## config.mk

```make
export PLATFORM = sky130hd
export DESIGN_NAME = fetch_stage
export DESIGN_NICKNAME = d
export VERILOG_FILES = /design/src/rtl/fetch_pkg.sv /design/src/rtl/fetch_fifo.sv /design/src/rtl/fetch_stage.sv
export SDC_FILE = /design/constraint.sdc
export NUM_CORES = 1
export LEC_CHECK = 0
export CELL_PAD_IN_SITES_DETAIL_PLACEMENT = 1
export CELL_PAD_IN_SITES_GLOBAL_PLACEMENT = 1
export CORE_UTILIZATION = 47
export CTS_CLUSTER_DIAMETER = 200
export DETAILED_ROUTE_END_ITERATION = 7
export GPL_TIMING_DRIVEN = 0
export PLACE_DENSITY = 0.86
export SYNTH_ARGS = -nofsm -noshare
export SYNTH_HDL_FRONTEND = slang
export SYNTH_SLANG_ARGS = --single-unit
```

## constraint.sdc

```tcl
create_clock -name clock -period 7.85 [get_ports clock]
set_input_delay 0.785 -clock clock [delete_from_list [all_inputs] [get_ports clock]]
set_output_delay 0.785 -clock clock [all_outputs]
set_load 0.02 [all_outputs]
```

## src/rtl/fetch_pkg.sv

```systemverilog
// Shared types and constants for the instruction fetch stage and its buffer.
package fetch_pkg;

  localparam int XLEN = 32;

  localparam logic [XLEN-1:0] FETCH_BUBBLE = 32'h0;
  localparam logic [XLEN-1:0] PC_STEP      = 32'd4;

  typedef struct packed {
    logic [XLEN-1:0] pc;
    logic [XLEN-1:0] instr;
  } fetch_entry_t;

  // Sequential PC advance; wraps modulo 2^XLEN with no alignment checks.
  function automatic logic [XLEN-1:0] pc_inc(input logic [XLEN-1:0] pc);
    return pc + PC_STEP;
  endfunction

endpackage

```

## src/rtl/fetch_fifo.sv

```systemverilog
// Small synchronous FIFO of fetch entries; flush wins over a same-cycle push.
module fetch_fifo
  import fetch_pkg::*;
#(
  parameter  int FIFO_DEPTH = 2,
  localparam int PTR_W      = (FIFO_DEPTH > 1) ? $clog2(FIFO_DEPTH) : 1,
  localparam int CNT_W      = $clog2(FIFO_DEPTH + 1)
) (
  input  logic             clock,
  input  logic             reset,
  input  logic             push,
  input  fetch_entry_t     push_data,
  input  logic             pop,
  input  logic             flush,
  output fetch_entry_t     pop_data,
  output logic [CNT_W-1:0] count,
  output logic             empty,
  output logic             full
);

  fetch_entry_t     r_mem [FIFO_DEPTH];
  logic [PTR_W-1:0] r_rd_ptr;
  logic [PTR_W-1:0] r_wr_ptr;
  logic [CNT_W-1:0] r_count;
  logic             w_do_pop;
  logic             w_do_push;

  function automatic logic [PTR_W-1:0] ptr_inc(input logic [PTR_W-1:0] p);
    return (p == PTR_W'(FIFO_DEPTH - 1)) ? '0 : p + 1'b1;
  endfunction

  assign empty    = (r_count == '0);
  assign full     = (r_count == CNT_W'(FIFO_DEPTH));
  assign count    = r_count;
  assign pop_data = r_mem[r_rd_ptr];

  // A full FIFO still accepts a push when the head leaves in the same cycle.
  assign w_do_pop  = pop && !empty && !flush;
  assign w_do_push = push && !flush && (!full || w_do_pop);

  always_ff @(posedge clock or negedge reset) begin
    if (!reset) begin
      r_rd_ptr <= '0;
      r_wr_ptr <= '0;
      r_count  <= '0;
    end else if (flush) begin
      r_rd_ptr <= '0;
      r_wr_ptr <= '0;
      r_count  <= '0;
    end else begin
      if (w_do_push) r_wr_ptr <= ptr_inc(r_wr_ptr);
      if (w_do_pop)  r_rd_ptr <= ptr_inc(r_rd_ptr);
      r_count <= r_count + CNT_W'(w_do_push) - CNT_W'(w_do_pop);
    end
  end

  always_ff @(posedge clock) begin
    if (w_do_push) r_mem[r_wr_ptr] <= push_data;
  end

endmodule

```

## src/rtl/fetch_stage.sv

```systemverilog
// Fetch stage: PC generation, credit-limited imem issue, response buffering,
// and the fd_pc/fd_instr registers feeding decode (stall, redirect, squash).
module fetch_stage
  import fetch_pkg::*;
#(
  parameter logic [XLEN-1:0] RESET_PC        = 32'h0000_0000,
  parameter int              FIFO_DEPTH      = 2,
  parameter int              MAX_OUTSTANDING = 2
) (
  input  logic            clock,
  input  logic            reset,
  output logic            imem_req,
  output logic [XLEN-1:0] imem_addr,
  input  logic            imem_gnt,
  input  logic            imem_rvalid,
  input  logic [XLEN-1:0] imem_rdata,
  input  logic            stall,
  input  logic            branch_en,
  input  logic [XLEN-1:0] branch_PC,
  output logic [XLEN-1:0] fd_pc,
  output logic [XLEN-1:0] fd_instr
);

  localparam int FCNT_W = $clog2(FIFO_DEPTH + 1);
  localparam int CNT_W  = $clog2(MAX_OUTSTANDING + FIFO_DEPTH + 1) + 1;

  logic [XLEN-1:0]   r_pc_q;
  logic [XLEN-1:0]   r_resp_pc;
  logic [CNT_W-1:0]  r_out_cnt;
  logic [CNT_W-1:0]  r_drop_cnt;
  logic [XLEN-1:0]   r_fd_pc_p1;
  logic [XLEN-1:0]   r_fd_instr_p1;

  logic              w_redirect;
  logic              w_pop;
  logic              w_issue;
  logic              w_push;
  logic              w_drop_rsp;
  logic              w_credit_ok;
  logic [CNT_W-1:0]  w_used;
  logic [FCNT_W-1:0] w_fifo_count;
  logic              w_fifo_empty;
  logic              w_fifo_full;
  fetch_entry_t      w_fifo_head;
  fetch_entry_t      w_push_entry;

  // Stall has priority: a branch under stall is ignored and re-presented by decode.
  assign w_redirect = branch_en && !stall;
  assign w_pop      = !stall && !branch_en && !w_fifo_empty;

  // Credit: live in-flight requests plus buffered entries must fit the FIFO
  // after this cycle's pop, so a response never finds the buffer full.
  assign w_used      = (r_out_cnt - r_drop_cnt) + CNT_W'(w_fifo_count);
  assign w_credit_ok = w_used < (CNT_W'(FIFO_DEPTH) + CNT_W'(w_pop));

  assign imem_req  = reset && !w_redirect
                  && (r_out_cnt < CNT_W'(MAX_OUTSTANDING)) && w_credit_ok;
  assign imem_addr = r_pc_q;
  assign w_issue   = imem_req && imem_gnt;

  assign w_drop_rsp   = imem_rvalid && (r_drop_cnt != '0);
  assign w_push       = imem_rvalid && (r_drop_cnt == '0);
  assign w_push_entry = '{pc: r_resp_pc, instr: imem_rdata};

  fetch_fifo #(
    .FIFO_DEPTH (FIFO_DEPTH)
  ) u_fifo (
    .clock     (clock),
    .reset     (reset),
    .push      (w_push),
    .push_data (w_push_entry),
    .pop       (w_pop),
    .flush     (w_redirect),
    .pop_data  (w_fifo_head),
    .count     (w_fifo_count),
    .empty     (w_fifo_empty),
    .full      (w_fifo_full)
  );

  // Issue / response bookkeeping
  always_ff @(posedge clock or negedge reset) begin
    if (!reset) begin
      r_pc_q     <= RESET_PC;
      r_resp_pc  <= RESET_PC;
      r_out_cnt  <= '0;
      r_drop_cnt <= '0;
    end else begin
      r_out_cnt <= r_out_cnt + CNT_W'(w_issue) - CNT_W'(imem_rvalid);
      if (w_redirect) begin
        r_pc_q     <= branch_PC;
        r_resp_pc  <= branch_PC;
        r_drop_cnt <= r_out_cnt - CNT_W'(imem_rvalid);
      end else begin
        if (w_issue)    r_pc_q     <= pc_inc(r_pc_q);
        if (w_push)     r_resp_pc  <= pc_inc(r_resp_pc);
        if (w_drop_rsp) r_drop_cnt <= r_drop_cnt - 1'b1;
      end
    end
  end

  // Stage boundary: fetch -> decode registers
  always_ff @(posedge clock or negedge reset) begin
    if (!reset) begin
      r_fd_pc_p1    <= FETCH_BUBBLE;
      r_fd_instr_p1 <= FETCH_BUBBLE;
    end else if (w_redirect) begin
      r_fd_pc_p1    <= FETCH_BUBBLE;
      r_fd_instr_p1 <= FETCH_BUBBLE;
    end else if (!stall) begin
      if (w_pop) begin
        r_fd_pc_p1    <= w_fifo_head.pc;
        r_fd_instr_p1 <= w_fifo_head.instr;
      end else begin
        r_fd_pc_p1    <= FETCH_BUBBLE;
        r_fd_instr_p1 <= FETCH_BUBBLE;
      end
    end
  end

  assign fd_pc    = r_fd_pc_p1;
  assign fd_instr = r_fd_instr_p1;

  a_rvalid_has_outstanding: assert property (
    @(posedge clock) disable iff (!reset) !(imem_rvalid && (r_out_cnt == '0)));

  a_fifo_no_overflow: assert property (
    @(posedge clock) disable iff (!reset)
    !(w_push && !w_redirect && w_fifo_full && !w_pop));

endmodule

```

**After elaboration in Yosys (flattened, before gate mapping)**

Memory sizes are Yosys's and may differ from the RTL's.
Cells that the tools add are included.

- Add/subtract/negate cells: 13
- $mul: 0
- Div/mod/pow operators: 0
- Order comparisons: 2
- Equal/unequal tests: 2
- Shifts and indexed selects: 0
- Mux-type cells: 21
- Bitwise gates (word level): 0
- Reductions and logical operators: 27

Operators by type and width:

| cell | count |
|---|---|
| 2-to-1 mux 32 bit | 10 |
| adder 32 x 3 -> 32 bit (second input constant) | 2 |
| logical AND 1 bit | 13 |
| nonzero test 2 bit | 5 |
| 2-to-1 mux 1 bit | 8 |
| 2-to-1 mux 4 bit | 2 |
| subtractor 4 x 1 -> 4 bit | 2 |
| logical NOT 1 bit | 5 |
| adder 4 x 1 -> 4 bit | 1 |
| adder 4 x 2 -> 4 bit | 1 |
| logical NOT 4 bit | 1 |
| less-than comparator 4 x 2 -> 1 bit (second input constant) | 1 |
| less-than comparator 4 x 3 -> 1 bit | 1 |
| nonzero test 4 bit | 1 |
| subtractor 4 x 1 -> 4 bit (second input constant) | 1 |
| subtractor 4 bit | 1 |
| adder 2 x 1 -> 3 bit (first input constant) | 1 |
| adder 1 bit (second input constant) | 2 |
| adder 2 x 1 -> 2 bit | 1 |
| == test 2 bit (second input constant) | 1 |
| logical NOT 2 bit | 1 |
| 2-to-1 mux 2 bit | 1 |
| inequality test 2 x 1 -> 1 bit (second input constant) | 1 |
| subtractor 2 x 1 -> 2 bit | 1 |
| logical OR 1 bit | 1 |

- Flip-flop bits (word level): 140
- Bits in latches: 0
- Bits in writable memories: 128
- Bits in read-only memories: 0
- Input port bits: 70
- Output and inout port bits: 97
- Logic and storage cells: 75
- Memories: 1

Memories:

| memory | depth | width | rd ports | clocked after Yosys merged registers in | wr ports | RTL line | source |
|---|---|---|---|---|---|---|---|
| u_fifo.r_mem | 2 | 64 | 1 | 0 | 1 | fetch_fifo.sv:21 | `fetch_entry_t r_mem [FIFO_DEPTH];` |

**Depth between registers and ports, before layout**

- Word-level depth: 10
- Mapped depth: 17

**Hierarchy**

A second synthesis with hierarchy kept.

- Cells, all modules: 818
- Area total of the unflattened synthesis: 11160.7 µm²

By module, submodules not included:

| module | times used | cells each | area an instance (µm²) |
|---|---|---|---|
| fetch_stage | 1 | 590 | 6256.0 |
| fetch_fifo | 1 | 228 | 4904.7 |

**Worst setup path after synthesis**

No wires, ideal clock.

- Path type: input port to flip-flop
- Start: in branch_en
- End: mem u_fifo.r_mem[0][0] in the netlist's numbering (enable)
- Library setup time: 0.486 ns
- Arrival time: 4.082 ns
- Data required time: 7.364 ns
- Setup slack: 3.282 ns
- Stages on the path: 4
- Cell sequence: nor2b_1 > buf_6 > a311o_1 > nor2_1

- Longest elaborated chain between the ends: 9
- Elaborated cells between the ends (all ways): 12
- Classes of those cells: mux (2); reduce/logical (10)

RTL lines:

| element | RTL line | source |
|---|---|---|
| from (decl) | fetch_stage.sv:18 | `input logic branch_en,` |
| logical NOT 1 bit | fetch_stage.sv:49 | `assign w_pop = !stall && !branch_en && !w_fifo_empty;` |
| logical AND 1 bit (2 in series) | fetch_stage.sv:49 |  |
| logical AND 1 bit (2 in series) | fetch_fifo.sv:38 | `assign w_do_pop = pop && !empty && !flush;` |
| logical OR 1 bit | fetch_fifo.sv:39 | `assign w_do_push = push && !flush && (!full \|\| w_do_pop);` |
| logical AND 1 bit (*) | fetch_fifo.sv:39 |  |
| 2-to-1 mux 1 bit (*) | fetch_fifo.sv:58 | `if (w_do_push) r_mem[r_wr_ptr] <= push_data;` |
| 2-to-1 mux 1 bit (implied by the code) (*) | fetch_fifo.sv:58 |  |
| to (decl) | fetch_fifo.sv:21 |  |

Mark *: on every way between the ends. The rest lies on a longest branch, timed or not.

**Final worst setup path**

- Start: reg r_out_cnt[1]
- End: out imem_req

- Longest elaborated chain between the ends: 4
- Elaborated cells between the ends (all ways): 6
- Classes of those cells: add/sub (2); order compare (2); reduce/logical (2)

RTL lines:

| element | RTL line | source |
|---|---|---|
| from (decl) | fetch_stage.sv:29 | `logic [CNT_W-1:0] r_out_cnt;` |
| from (signal assigned) | fetch_stage.sv:88 | `r_out_cnt <= r_out_cnt + CNT_W'(w_issue) - CNT_W'(imem_rvalid);` |
| subtractor 4 bit | fetch_stage.sv:53 | `assign w_used = (r_out_cnt - r_drop_cnt) + CNT_W'(w_fifo_count);` |
| adder 4 x 2 -> 4 bit | fetch_stage.sv:53 |  |
| less-than comparator 4 x 3 -> 1 bit | fetch_stage.sv:54 | `assign w_credit_ok = w_used < (CNT_W'(FIFO_DEPTH) + CNT_W'(w_pop));` |
| logical AND 1 bit (*) | fetch_stage.sv:57 | `&& (r_out_cnt < CNT_W'(MAX_OUTSTANDING)) && w_credit_ok;` |
| to (decl) | fetch_stage.sv:12 | `output logic imem_req,` |

Marks and branches as above.

==> flow_summary.json <==
{
  "outcome": "finished, final reports clean",
  "totalWireLength_um": 35400,
  "wl_met2_um": 17400,
  "fp.dieW_um": 159,
  "insertion_delay_ns": 0.55,
  "cts.clk_slew.worst_paths_ns": 0.06,
  "worstPathRequired_ns": 7.07,
  "fmax_mhz": 203,
  "worstPathCellList": "inv_1 > fa_1 > inv_1 > fa_1 > xor2_1 > nor4_4 > nand2_1 > buf_2 > nor2_1 > clkdlybuf4s50_1",
  "fill_cells": 2493,
  "synth-adder-area-share": 0.0257,
  "dp_cells": 1473,
  "grt_use_total": 0.284,
  "power.internal_mw": 3.11,
  "p_comb_frac": 0.336,
  "rsz0062_at_grt": "no",
  "numClockSinks": 266,
  "swShare": 0.361,
  "synthesis.nets": 1073,
  "vdd_drop_max_uv": 407,
  "postCtsHoldBufs": 0,
  "pin_count": 167,
  "post-route-util": 0.606,
  "synth_ff_type": "dfrtp_1",
  "slew_headroom": 0.342,
  "synthSimpleGateAreaFrac": 0.140,
  "post_cts_buffers": 0,
  "finalSetupViolations": 0,
  "switchingPower_mw": 1.76,
  "period_share": 0.628,
  "drc_errors": 0,
  "yosysUniqueCellTypes": 51,
  "row_count": 57,
  "cts_buffers": 28,
  "vias": 8774,
  "critical-path-top-delay-family": "buffers and inverters",
  "hold_class": "input pin to asynchronous set/reset pin",
  "finalNetCount": 1271,
  "core-area_um2": 24200,
  "routed.top_layer": "met4",
  "area_growth_pct": 27.0,
  "start_kind": "register",
  "final_cells": 1525,
  "cts_buffer_depth": 3,
  "async_flop_share": 0.519,
  "met3_length_um": 1940,
  "h-tree-depth": 1,
  "antenna_found_initial": 0,
  "wl_met1_um": 14700,
  "drv_slew": 0,
  "synth-compound-area-share": 0.0864,
  "seq_power_share": 0.372,
  "initial_core_util": 0.477,
  "setup_tns_ns": 0,
  "arrival_ns": 4.14,
  "wl_per_cell_um": 23.2,
  "finClkSkew_ns": 0.0142,
  "maxCapViolations": 0,
  "period_needed_ns": 4.93,
  "drive_gt1_frac": 0.0575,
  "place_congestion": 0.918,
  "worstSetupEndpointType": "output pin",
  "dr.pass1.iters": 5,
  "final_common_cell": "clkdlybuf4s50_1",
  "grt_first_pass_wirelength_um": 55200,
  "portBuffers": 165,
  "synth_area_um2": 11600,
  "yosys_warnings": 0,
  "dpl.hpwl_um": 23000,
  "n_antenna_cell": 0,
  "grt_overflow": 0,
  "grt_pass1_vias": 9548,
  "holdWs_ns": 0.199,
  "via_per_inst": 5.75,
  "critPathBufInv": 4,
  "max_stage_delay_ns": 0.67,
  "synthXorXnorAreaFrac": 0.0310,
  "hold_viol_final": 0,
  "synth_top_family_by_area": "simple AND/OR/NAND/NOR gates",
  "clock_power_share": 0.293,
  "synthCells": 981,
  "synthMuxAreaShare": 0.0554,
  "yosysSeqAreaShare": 0.631,
  "first_iter_violations": 653,
  "fp.dieH_um": 159,
  "ctsResizeCount": 0,
  "cts_tree": "yes",
  "leakagePower_nw": 5.51,
  "powerDensity_nw_per_um2": 331,
  "max_slew.worst_pin.slew_ns": 0.977,
  "avgSynthCellArea_um2": 11.8,
  "final_cell_mix": "clkdlybuf4s50_1 (164), dfrtp_1 (138), edfxtp_1 (128)",
  "grt_max_degree": 91,
  "synth-edff-count": 128,
  "dieArea_um2": 25200,
  "setup_slack_ns": 2.92,
  "cp_slowest_cell": "clkdlybuf4s50_1",
  "cts_root_buffer": "clkbuf_16",
  "ant_nets": 0,
  "path_class": "register to output pin",
  "ys_ff_latch": 266,
  "dp_slack_ns": 3.50,
  "path_max_fanout": 10
}
==> Yosys cell counts (all sizes together), types with 3 or more instances <==
master | number | share of area
a211o | 3 | 0.0023
a211oi | 25 | 0.019
a21o | 7 | 0.0045
a21oi | 33 | 0.014
and2 | 7 | 0.0038
and3 | 13 | 0.0070
and4 | 3 | 0.0023
buf | 16 | 0.0072
clkbuf | 40 | 0.013
dfrtp | 138 | 0.30
edfxtp | 128 | 0.33
fa | 3 | 0.0052
ha | 19 | 0.021
inv | 32 | 0.010
mux2i | 64 | 0.055
nand2 | 109 | 0.036
nand3 | 28 | 0.013
nand4 | 25 | 0.014
nor2 | 79 | 0.026
nor3 | 42 | 0.018
nor4 | 21 | 0.013
o21ai | 71 | 0.031
o22ai | 4 | 0.0022
o311a | 3 | 0.0026
o31a | 4 | 0.0030
or2 | 5 | 0.0027
or3 | 3 | 0.0016
xnor2 | 30 | 0.023
xor2 | 11 | 0.0083
==> logic make-up (layout without fill, tap and decap cells) <==
family          Yosys count  in the layout
compound gates          159            159
flops                   266            266
xor+xnor                 41             41
simple gates            341            341
buf+inv                  88            308
fa+ha+maj                22             22
mux                      64             64
==> area by class of cell <==
| type | count | area, um2 | share of cell area |
|---|---|---|---|
| Sequential cell | 266 | 7300 | 0.497 |
| Clock inverter | 9 | 166 | 0.0113 |
| Buffer | 56 | 234 | 0.0159 |
| Multi-Input combinational cell | 627 | 3930 | 0.267 |
| Timing Repair Buffer | 168 | 1730 | 0.118 |
| Clock buffer | 43 | 818 | 0.0557 |
| Inverter | 32 | 120 | 0.00817 |
| Tap cell | 324 | 405 | 0.0276 |
==> worst reg2reg max path, stage by stage, from the launching register on <==
cell and delay [ns]:
dfrtp_1 0.47, inv_1 0.16, fa_1 0.57, inv_1 0.08, fa_1 0.45, xor2_1 0.19, nor4_4 0.46, nand3_2 0.22
nor2_1 0.29, inv_1 0.15, ha_1 0.29, inv_1 0.07, ha_1 0.17, inv_1 0.06, fa_1 0.37, xor2_1 0.15
==> sequential cells by signal, summed over array words and instances, names as in the netlist, 2 cells and up <==
signal        flops
u_fifo.r_mem    128
fd_instr         32
fd_pc            32
imem_addr        31
r_resp_pc        31
r_drop_cnt        4
r_out_cnt         4
u_fifo.count      2
==> power groups by stage <==
| stage | clock network [mW] | logic, mW | registers, mW |
|---|---|---|---|
| after floorplan | 0 | 0.887 | 1.88 |
| after global placement | 0 | 1.52 | 1.81 |
| after detailed placement | 0 | 1.59 | 1.83 |
| after CTS | 1.44 | 1.63 | 1.81 |
| after global routing | 1.49 | 1.75 | 1.83 |
| final | 1.42 | 1.63 | 1.81 |
==> through the flow <==
stage / power, mW / instance area (um2)
after floorplan: 2.77 / 11600
after global placement: 3.33 / 13600
after detailed placement: 3.42 / 13700
after CTS: 4.87 / 14700
after global routing: 5.07 / 14700
final: 4.87 / 14700
==> worst paths after layout <==
path / start / to / slack [ns] / depth (start not counted)
worst max-delay path: r_out_cnt[1] / imem_req / 2.92 / 10
worst min-delay path: reset / fd_instr[15] / 0.20 / 1
worst max register to register: r_out_cnt[1] / r_out_cnt[2] / 3.59 / 15
worst min register to register: fd_instr[17] / fd_instr[17] / 0.49 / 2
max in group asynchronous: reset / imem_addr[7] / 6.74 / 2
min in group clock: fd_instr[17] / fd_instr[17] / 0.49 / 2
==> per-layer routing <==
| metal | GRT usage | up-vias |
|---|---|---|
| met2 | 0.485 | 346 |
| met4 | 0.114 | 0 |
| li1 | - | 3918 |
| met1 | 0.369 | 4424 |
| met3 | 0.0355 | 86 |
| met5 | 0 | - |
(Power assumes the default switching activity.)
